<file path="config.mk">
export PLATFORM = sky130hd
export DESIGN_NAME = ps2_kbd_fifo
export DESIGN_NICKNAME = d
export VERILOG_FILES = /design/src/rtl/ps2_kbd_fifo.sv
export SDC_FILE = /design/constraint.sdc
export NUM_CORES = 1
export LEC_CHECK = 0
export ABC_AREA = 1
export CORE_UTILIZATION = 61
export CTS_CLUSTER_DIAMETER = 200
export DETAILED_ROUTE_END_ITERATION = 8
export HOLD_SLACK_MARGIN = 0.05
export PLACE_DENSITY = 0.83
export SYNTH_ARGS = -nofsm -noshare
export SYNTH_HDL_FRONTEND = slang
export SYNTH_SLANG_ARGS = --single-unit
</file>
<file path="constraint.sdc">
create_clock -name clock -period 2.6 [get_ports clock]
set_input_delay 0.78 -clock clock [delete_from_list [all_inputs] [get_ports clock]]
set_output_delay 0.78 -clock clock [all_outputs]
set_load 0.02 [all_outputs]
</file>
<file path="src/rtl/ps2_kbd_fifo.sv">
// PS/2 keyboard receiver: synchronised, majority-filtered frame decoder feeding
// an 8-deep byte FIFO whose head is presented to the cpu keyboard port.
module ps2_kbd_fifo #(
    parameter int FIFO_AW = 3,
    parameter int TIMEOUT = 2500
) (
    input  logic       clock,
    input  logic       locked,
    input  logic       ps2_clk,
    input  logic       ps2_data,
    input  logic       kb_tr,
    output logic [7:0] kb_ch,
    output logic       kb_hit,
    output logic       kb_ovf
);

    localparam int DEPTH = 1 << FIFO_AW;
    localparam int TW    = $clog2(TIMEOUT + 1);

    typedef enum logic [1:0] {ST_IDLE, ST_DATA, ST_PARITY, ST_STOP} state_t;

    state_t             state_q, state_d;
    logic [1:0]         clk_sync_q, clk_sync_d;
    logic [1:0]         data_sync_q, data_sync_d;
    logic [1:0]         clk_hist_q, clk_hist_d;
    logic               clk_filt_q, clk_filt_d;
    logic [2:0]         bit_cnt_q, bit_cnt_d;
    logic [7:0]         shift_q, shift_d;
    logic               par_q, par_d;
    logic [TW-1:0]      tmo_q, tmo_d;
    logic [FIFO_AW-1:0] wr_ptr_q, wr_ptr_d;
    logic [FIFO_AW-1:0] rd_ptr_q, rd_ptr_d;
    logic [FIFO_AW:0]   count_q, count_d;
    logic               kb_tr_q, kb_tr_d;
    logic [7:0]         kb_ch_q, kb_ch_d;
    logic               kb_hit_q, kb_hit_d;
    logic               kb_ovf_q, kb_ovf_d;

    logic [7:0] mem [DEPTH];

    logic clk_maj, fall, data_bit, push_req, pop, full, wr_en;

    always_comb begin
        clk_sync_d  = {clk_sync_q[0], ps2_clk};
        data_sync_d = {data_sync_q[0], ps2_data};
        clk_hist_d  = {clk_hist_q[0], clk_sync_q[1]};
        clk_maj     = (clk_sync_q[1] & clk_hist_q[0]) | (clk_sync_q[1] & clk_hist_q[1]) |
                      (clk_hist_q[0] & clk_hist_q[1]);
        clk_filt_d  = clk_maj;
        fall        = clk_filt_q & ~clk_maj;
        data_bit    = data_sync_q[1];

        state_d   = state_q;
        bit_cnt_d = bit_cnt_q;
        shift_d   = shift_q;
        par_d     = par_q;
        tmo_d     = tmo_q;
        push_req  = 1'b0;

        case (state_q)
            ST_IDLE: begin
                tmo_d = '0;
                if (fall && !data_bit) begin
                    state_d   = ST_DATA;
                    bit_cnt_d = 3'd0;
                end
            end
            ST_DATA: begin
                if (fall) begin
                    shift_d   = {data_bit, shift_q[7:1]};
                    bit_cnt_d = bit_cnt_q + 3'd1;
                    if (bit_cnt_q == 3'd7) state_d = ST_PARITY;
                end
            end
            ST_PARITY: begin
                if (fall) begin
                    par_d   = data_bit;
                    state_d = ST_STOP;
                end
            end
            ST_STOP: begin
                if (fall) begin
                    push_req = data_bit & (^shift_q ^ par_q);
                    state_d  = ST_IDLE;
                end
            end
            default: state_d = ST_IDLE;
        endcase

        // A stalled partial frame is abandoned so the next start bit resynchronises us.
        if (state_q != ST_IDLE) begin
            if (fall) begin
                tmo_d = '0;
            end else if (tmo_q == TW'(TIMEOUT - 1)) begin
                tmo_d   = '0;
                state_d = ST_IDLE;
            end else begin
                tmo_d = tmo_q + 1'b1;
            end
        end

        kb_tr_d  = kb_tr;
        pop      = kb_tr & ~kb_tr_q & (count_q != '0);
        full     = (count_q == (FIFO_AW + 1)'(DEPTH));
        wr_en    = push_req & (~full | pop);
        wr_ptr_d = wr_ptr_q;
        rd_ptr_d = rd_ptr_q;
        count_d  = count_q;
        kb_ovf_d = kb_ovf_q;

        if (wr_en) wr_ptr_d = wr_ptr_q + 1'b1;
        if (pop) begin
            rd_ptr_d = rd_ptr_q + 1'b1;
            kb_ovf_d = 1'b0;
        end
        if (push_req && full && !pop) kb_ovf_d = 1'b1;

        case ({wr_en, pop})
            2'b10:   count_d = count_q + 1'b1;
            2'b01:   count_d = count_q - 1'b1;
            default: count_d = count_q;
        endcase

        kb_ch_d  = mem[rd_ptr_q];
        kb_hit_d = (count_q != '0);
    end

    always_ff @(posedge clock) begin
        if (wr_en) mem[wr_ptr_q] <= shift_q;
    end

    always_ff @(posedge clock or negedge locked) begin
        if (!locked) begin
            state_q     <= ST_IDLE;
            clk_sync_q  <= 2'b11;
            data_sync_q <= 2'b11;
            clk_hist_q  <= 2'b11;
            clk_filt_q  <= 1'b1;
            bit_cnt_q   <= 3'd0;
            shift_q     <= 8'h00;
            par_q       <= 1'b0;
            tmo_q       <= '0;
            wr_ptr_q    <= '0;
            rd_ptr_q    <= '0;
            count_q     <= '0;
            kb_tr_q     <= 1'b0;
            kb_ch_q     <= 8'h00;
            kb_hit_q    <= 1'b0;
            kb_ovf_q    <= 1'b0;
        end else begin
            state_q     <= state_d;
            clk_sync_q  <= clk_sync_d;
            data_sync_q <= data_sync_d;
            clk_hist_q  <= clk_hist_d;
            clk_filt_q  <= clk_filt_d;
            bit_cnt_q   <= bit_cnt_d;
            shift_q     <= shift_d;
            par_q       <= par_d;
            tmo_q       <= tmo_d;
            wr_ptr_q    <= wr_ptr_d;
            rd_ptr_q    <= rd_ptr_d;
            count_q     <= count_d;
            kb_tr_q     <= kb_tr_d;
            kb_ch_q     <= kb_ch_d;
            kb_hit_q    <= kb_hit_d;
            kb_ovf_q    <= kb_ovf_d;
        end
    end

    assign kb_ch  = kb_ch_q;
    assign kb_hit = kb_hit_q;
    assign kb_ovf = kb_ovf_q;

endmodule

</file>
Word-level counts from Yosys, hierarchy flattened
Memories as Yosys holds them, arrays and structs flattened. A register that Yosys moved wholly into a read port is not among the register bits.
Cells that the tools add are included.
{"block": "word_totals", "output_inout_bits": 10, "wordCells": 87, "ramBits": 64, "mem_count": 1, "input_bits": 5, "regBits": 46}
{"block": "classes", "n_reduce_logical": 17, "bitwise": 15, "add_sub_neg": 6, "n_eq_ne": 10, "muxes": 23}
{"memory": "mem", "words": 8, "width": 8, "read_ports": 1, "rd_clocked_by_memory_dff": 1, "write_ports": 1, "line_no": "39", "source": "logic [7:0] mem [DEPTH];"}
{"cell": "$mux W12", "count": 4}
{"cell": "$mux W2", "count": 8}
{"cell": "$add A12 B1 Y12 const B", "count": 1}
{"cell": "$eq A12 B12 Y1 const B", "count": 1}
{"cell": "$reduce_bool A2 Y1", "count": 5}
{"cell": "$add A3 B1 Y3 const B", "count": 3}
{"cell": "$and A1 B1 Y1", "count": 8}
{"cell": "$pmux W2 S4", "count": 1}
{"cell": "$pmux W4 S2", "count": 1}
{"cell": "$reduce_xor A8 Y1", "count": 1}
{"cell": "$eq A2 B2 Y1 const B", "count": 3}
{"cell": "$mux W1", "count": 6}
{"cell": "$mux W3", "count": 2}
{"cell": "$pmux W3 S2", "count": 1}
{"cell": "$add A4 B1 Y4 const B", "count": 1}
{"cell": "$eq A2 B1 Y1 const B", "count": 2}
{"cell": "$eq A4 B4 Y1 const B", "count": 1}
{"cell": "$ne A2 B2 Y1 const B", "count": 2}
{"cell": "$reduce_and A2 Y1", "count": 2}
{"cell": "$reduce_bool A4 Y1", "count": 1}
{"cell": "$sub A4 B1 Y4 const B", "count": 1}
{"cell": "$eq A3 B3 Y1 const B", "count": 1}
{"cell": "$logic_and A1 B1 Y1", "count": 3}
{"cell": "$logic_not A1 Y1", "count": 3}
{"cell": "5 further kinds", "count": 9}

Logic depth before layout (Yosys ltp)
{"block": "depth", "ltp_word": 11, "mapped_depth": 20, "mapped_depth_nobuf": 20}

Worst setup path before layout
Ideal clock, no wire load.
{"block": "synth_path", "path_type": "input to register", "startpoint": "input port kb_tr", "endpoint": "memory mem[1][0], enable pin", "setup_ns": 0.383, "required_ns": 2.217, "arrival_ns": 2.077, "setup_slack_ns": 0.140, "cell_stages": 8, "path_buffers": 0, "path_cell_list": "inv_1 > nor2_1 > nand2_2 > inv_1 > nor2_4 > nor2_8 > nand2_1 > nor3_1"}
{"block": "synth_between", "elab_chain_len": 6}
{"item": "start: declaration", "line_no": "11", "source": "input logic kb_tr,"}
{"item": "$and A1 B1 Y1 (2 in series)", "line_no": "103", "source": "pop = kb_tr & ~kb_tr_q & (count_q != '0);"}
{"item": "$or A1 B1 Y1", "line_no": "105", "source": "wr_en = push_req & (~full | pop);"}
{"item": "$and A1 B1 Y1", "line_no": "105"}
{"item": "$mux W1", "line_no": "129", "source": "if (wr_en) mem[wr_ptr_q] <= shift_q;"}
{"item": "$mux W1 (not written as such)", "line_no": "129"}
{"item": "end: declaration", "line_no": "39"}
No other way between the ends.

Worst setup path after layout
{"block": "layout_path", "startpoint": "register shift_q[5]", "endpoint": "memory mem[3][7], enable pin"}
{"block": "layout_between", "elab_chain_len": 8}
{"item": "start: declaration", "line_no": "28", "source": "logic [7:0] shift_q, shift_d;"}
{"item": "start signal: assignment", "line_no": "157", "source": "shift_q <= shift_d;"}
{"item": "$reduce_xor A8 Y1", "line_no": "83", "source": "push_req = data_bit & (^shift_q ^ par_q);"}
{"item": "$xor A1 B1 Y1", "line_no": "83"}
{"item": "$and A1 B1 Y1", "line_no": "83"}
{"item": "$mux W1", "line_no": "82", "source": "if (fall) begin"}
{"item": "$mux W1", "line_no": "60", "source": "case (state_q)"}
{"item": "$and A1 B1 Y1", "line_no": "105"}
{"item": "$mux W1", "line_no": "129"}
{"item": "$mux W1 (not written as such)", "line_no": "129"}
No other way between the ends.

==> PnR_summary.wiki <==
{| class="wikitable"
! Metric !! Value
|-
| Run status || complete, no violations
|-
| Netlist area before placement || a little under 5000 µm²
|-
| Average instance area after synthesis || 10.66 µm²
|-
| Core area || 7807 µm²
|-
| Root Driver || clkbuf_8
|-
| Worst-case hold path end point || data_sync_q[1]$_DFF_PN1_
|-
| Routability congestion estimate || approximately 0.79
|-
| Synth Instances || roughly 470
|-
| Distinct cells, synth || 34
|-
| Count of input and output buffers || 14
|-
| Fraction of registers with async set or reset after synthesis || around 46%
|-
| Source of the worst register-to-register timing path || shift_q[5]$_DFFE_PN0P_
|-
| Relative contribution of sequential cells to total power || between 30% and 40%
|-
| Full die area || 8512 µm²
|-
| Remaining antenna violation count || 0
|-
| Die extent in x || slightly above 90 µm
|-
| Post-synth net total || 479
|-
| Final worst-path cycle share || between 90% and 100%
|-
| Highest ir drop seen on vdd || 706.3 µV
|-
| Routed wire per std cell || ~17 µm
|-
| Fillers || 456
|-
| Clock buffer count from CTS || 17
|-
| Worst reg2reg endpoint || mem[3][7]$_DFFE_PP_
|-
| Via density per instance || 5.679
|-
| Switching power share of the total || between 30% and 40%
|-
| Library cell with the highest instance count after synthesis || nor2_1
|-
| Synth top area share || between 30% and 40%
|-
| Initial antenna violation count || 0
|-
| Residual DRC || 0
|-
| Count of max-cap constraint violations || 0
|-
| Maximum fanout count along the critical path || 8
|-
| Kind of end point of the critical path || flip-flop
|-
| Layout area overhead || 21.63%
|-
| Sequential standard cell area || roughly 3300 µm²
|-
| HPWL Detailed || about 6.6 mm
|-
| Worst setup path category || flip-flop to flip-flop
|-
| Endpoint arrival time on the critical path || roughly 2.6 ns
|-
| Proportion of layout cells with a drive suffix above 1 || 16.95%
|-
| Clk_lat worst skew || 0.51 ns
|-
| Share of power burned in combinational logic || between 20% and 30%
|-
| I/O pin total || 15
|-
| Routed Wire Length || between 10 and 15 mm
|-
| Part of the power in the clock network || around 34%
|-
| Count of synthesis-stage warnings from yosys || 0
|-
| Cell Rows || 32
|-
| Final count of hold timing violations || 0
|-
| Switching pwr || 2.461 mW
|-
| Wire length of the first global-routing pass || 17.69 mm
|-
| Antenna fix cells || 0
|-
| Achievable clock frequency || between 400 and 500 MHz
|-
| Hold-fix buffer count after cts || 0
|-
| CTS clk-pin slew, worst paths || around 0.060 ns
|-
| Core occupancy in the finished layout || a little under 80%
|-
| Clk buf depth || 2
|-
| Reported leakage power || 2.494 nW
|-
| Worst relative slew slack || 53.37%
|-
| Total design power || approximately 7.1 mW
|-
| Main area contributors after synthesis || edfxtp_1 (39%), dfrtp_1 (24%), nor2_1 (5.9%)
|-
| Post-synthesis cell type with the largest combined area || edfxtp_1
|-
| Nets@finish || 531
|-
| Areal power density over the cells || roughly 1200 nW/µm²
|-
| Largest net degree at the start of global routing || 55
|-
| Die H || approximately 90 µm
|-
| Register area share after synthesis || 66.04%
|-
| TritonCTS sink count || 118
|-
| Flip-flop and latch count after synthesis || approximately 120
|-
| Worst Max-Slew Pin Slew || 0.6994 ns
|-
| Register-to-register setup slack || ~0.22 ns
|-
| Unrepaired setup endpoints after global routing || no
|-
| Worst hold-check path type || flip-flop to flip-flop
|-
| Effective utilization at floorplan || roughly 64%
|-
| Depth of the worst register-to-register path || 14
|-
| Origin of the worst min-delay path || data_sync_q[0]$_DFF_PN1_
|-
| Final number of max-transition violations || 0
|-
| Most used standard cells in the synthesized netlist || nor2_1 (78), nand2_1 (73), edfxtp_1 (64), o21ai_0 (48), dfrtp_1 (47)
|-
| Area of the multi-input gates || 1488 µm²
|-
| Main synth FF type || edfxtp_1
|-
| DRC violation total after the first TritonRoute iteration || 250
|-
| Hold depth || 0
|-
| H-tree level count || 4
|-
| Final setup violation count || 0
|-
| Number of synthesized flops with an enable pin || 64
|-
| DRT Pass-1 Iters || 5
|-
| Via count || ~3600
|-
| Residual overflow from global routing || 0
|-
| Aggregate global-route resource usage || about 28%
|-
| CP startpoint kind || flip-flop
|-
| TritonCTS clock tree || built
|-
| Final clock skew || around 0.0053 ns
|-
| Number of global-route vias before repair || around 3600
|-
| Tmin final || between 2 and 2.5 ns
|-
| Required time at the endpoint of the critical path || between 2 and 3 ns
|-
| Internal power consumption || 4.678 mW
|}
[layout by cell type (no fill, tap or decap), types with 2 or more instances in the layout]
cell | netlist | final
dfrtp_1 | 47 | 44
nand2_1 | 73 | 73
dfstp_2 | 7 | 7
clkinvlp_4 | 0 | 3
clkbuf_16 | 0 | 16
o21a_1 | 2 | 2
bufinv_16 | 0 | 4
ha_1 | 7 | 7
nor3_1 | 11 | 11
a21oi_1 | 4 | 4
o22ai_1 | 8 | 8
clkdlybuf4s50_1 | 0 | 13
nand2_2 | 6 | 6
inv_6 | 0 | 2
nand3_1 | 21 | 21
clkinv_4 | 0 | 4
dfrtp_2 | 0 | 3
nor2_1 | 78 | 77
inv_1 | 39 | 39
clkinv_1 | 1 | 2
a31oi_1 | 9 | 9
nor3b_1 | 3 | 3
edfxtp_1 | 64 | 64
inv_2 | 2 | 2
nand4_1 | 3 | 3
nor3_2 | 3 | 3
o21ai_0 | 48 | 48
xor2_1 | 5 | 5
o21ai_1 | 2 | 2
buf_4 | 0 | 31
[per-layer routing]
layer  part of all wire [%]  vias to the layer above  GRT usage [%]
li1                       -                     1690              -
met1                     40                     1740          33.85
met2                     52                      144          48.07
met3                    6.0                       21          6.633
met4                    2.4                        0          13.67
met5                      0                        -              0
[state kept, by name, summed over array words and instances (netlist names), 3 cells and up]
register   cells
mem           64
wr_ptr_q       3
kb_ch          8
bit_cnt_q      3
rd_ptr_q       3
tmo_q         12
count_q        4
shift_q        8
[worst max-delay path by stage]
stage	start	slack, ns	end	cells after the start
after detailed placement	kb_tr	-0.14	mem[1][3]$_DFFE_PP_	11
after global routing	shift_q[1]$_DFFE_PN0P_	0.03	count_q[3]$_DFFE_PN0P_	20
after CTS	shift_q[5]$_DFFE_PN0P_	0.09	count_q[3]$_DFFE_PN0P_	20
final	shift_q[5]$_DFFE_PN0P_	0.22	mem[3][7]$_DFFE_PP_	14
after floorplan	kb_tr	0.14	mem[1][0]$_DFFE_PP_	8
after global placement	kb_tr	-0.03	mem[1][3]$_DFFE_PP_	11
[final cells by class]
cell class / instances / share of cell area, %
clock buffers: 17 / 6.852
clock inverters: 15 / 3.374
inverters: 42 / 2.608
multi-input cells: 294 / 24.61
flip-flops and latches: 118 / 54.36
well taps: 102 / 2.111
repair buffers: 45 / 6.086
[stage by stage]
stage / std cells / hold WS, ns / cell area [µm²] / setup slack, ns / TNS, ns
2_1_floorplan: 466 / 0.3452 / 4970 / 0.1399 / 0
3_3_place_gp: 598 / 0.3463 / 5398 / -0.03396 / -0.5197
3_5_place_dp: 598 / 0.3488 / 5398 / -0.1401 / -2.428
4_1_cts: 630 / 0.3584 / 6016 / 0.08647 / 0
5_1_grt: 633 / 0.3589 / 6045 / 0.03335 / 0
6_report: 633 / 0.3566 / 6045 / 0.2186 / 0
[power by group through the flow]
stage,Clock (mW),Combinational (mW),Sequential (mW)
final,2.42,2.12,2.60
after global routing,2.51,2.36,2.62
after CTS,2.44,2.09,2.59
after detailed placement,0,2.01,2.62
after global placement,0,1.93,2.60
after floorplan,0,1.19,2.70
[cell families (layout without fill, tap and decap cells)]
family | count (synthesis) | after routing | share of synthesized area (%)
adder cells (fa/ha/maj) | 8 | 8 | 2.165
buffers and inverters | 54 | 119 | 4.078
AND/OR/NAND/NOR | 203 | 203 | 18.13
AO/OA/AOI/OAI | 77 | 77 | 8.535
flip-flops | 118 | 118 | 66.04
XOR/XNOR | 6 | 6 | 1.057
[critical path, stage by stage, from the launching register on]
cell	delay [ns]
dfrtp_2	0.48
inv_1	0.10
nand2_1	0.07
nand2_1	0.07
nand2_1	0.06
nand2_1	0.07
nand2_1	0.08
nand3_1	0.08
nand2_1	0.12
nand2_4	0.08
buf_4	0.16
nor2_8	0.09
nand2_1	0.13
nor3_1	0.26
buf_4	0.23
[what timing repair did]
| item | in CTS | in global routing |
|---|---|---|
| resized for setup | 0 | 4 |
| buffers inserted | 0 | 3 |
| endpoints found under the setup margin | 0 | 1 |
No activity file was read; power rests on OpenSTA's default activity.
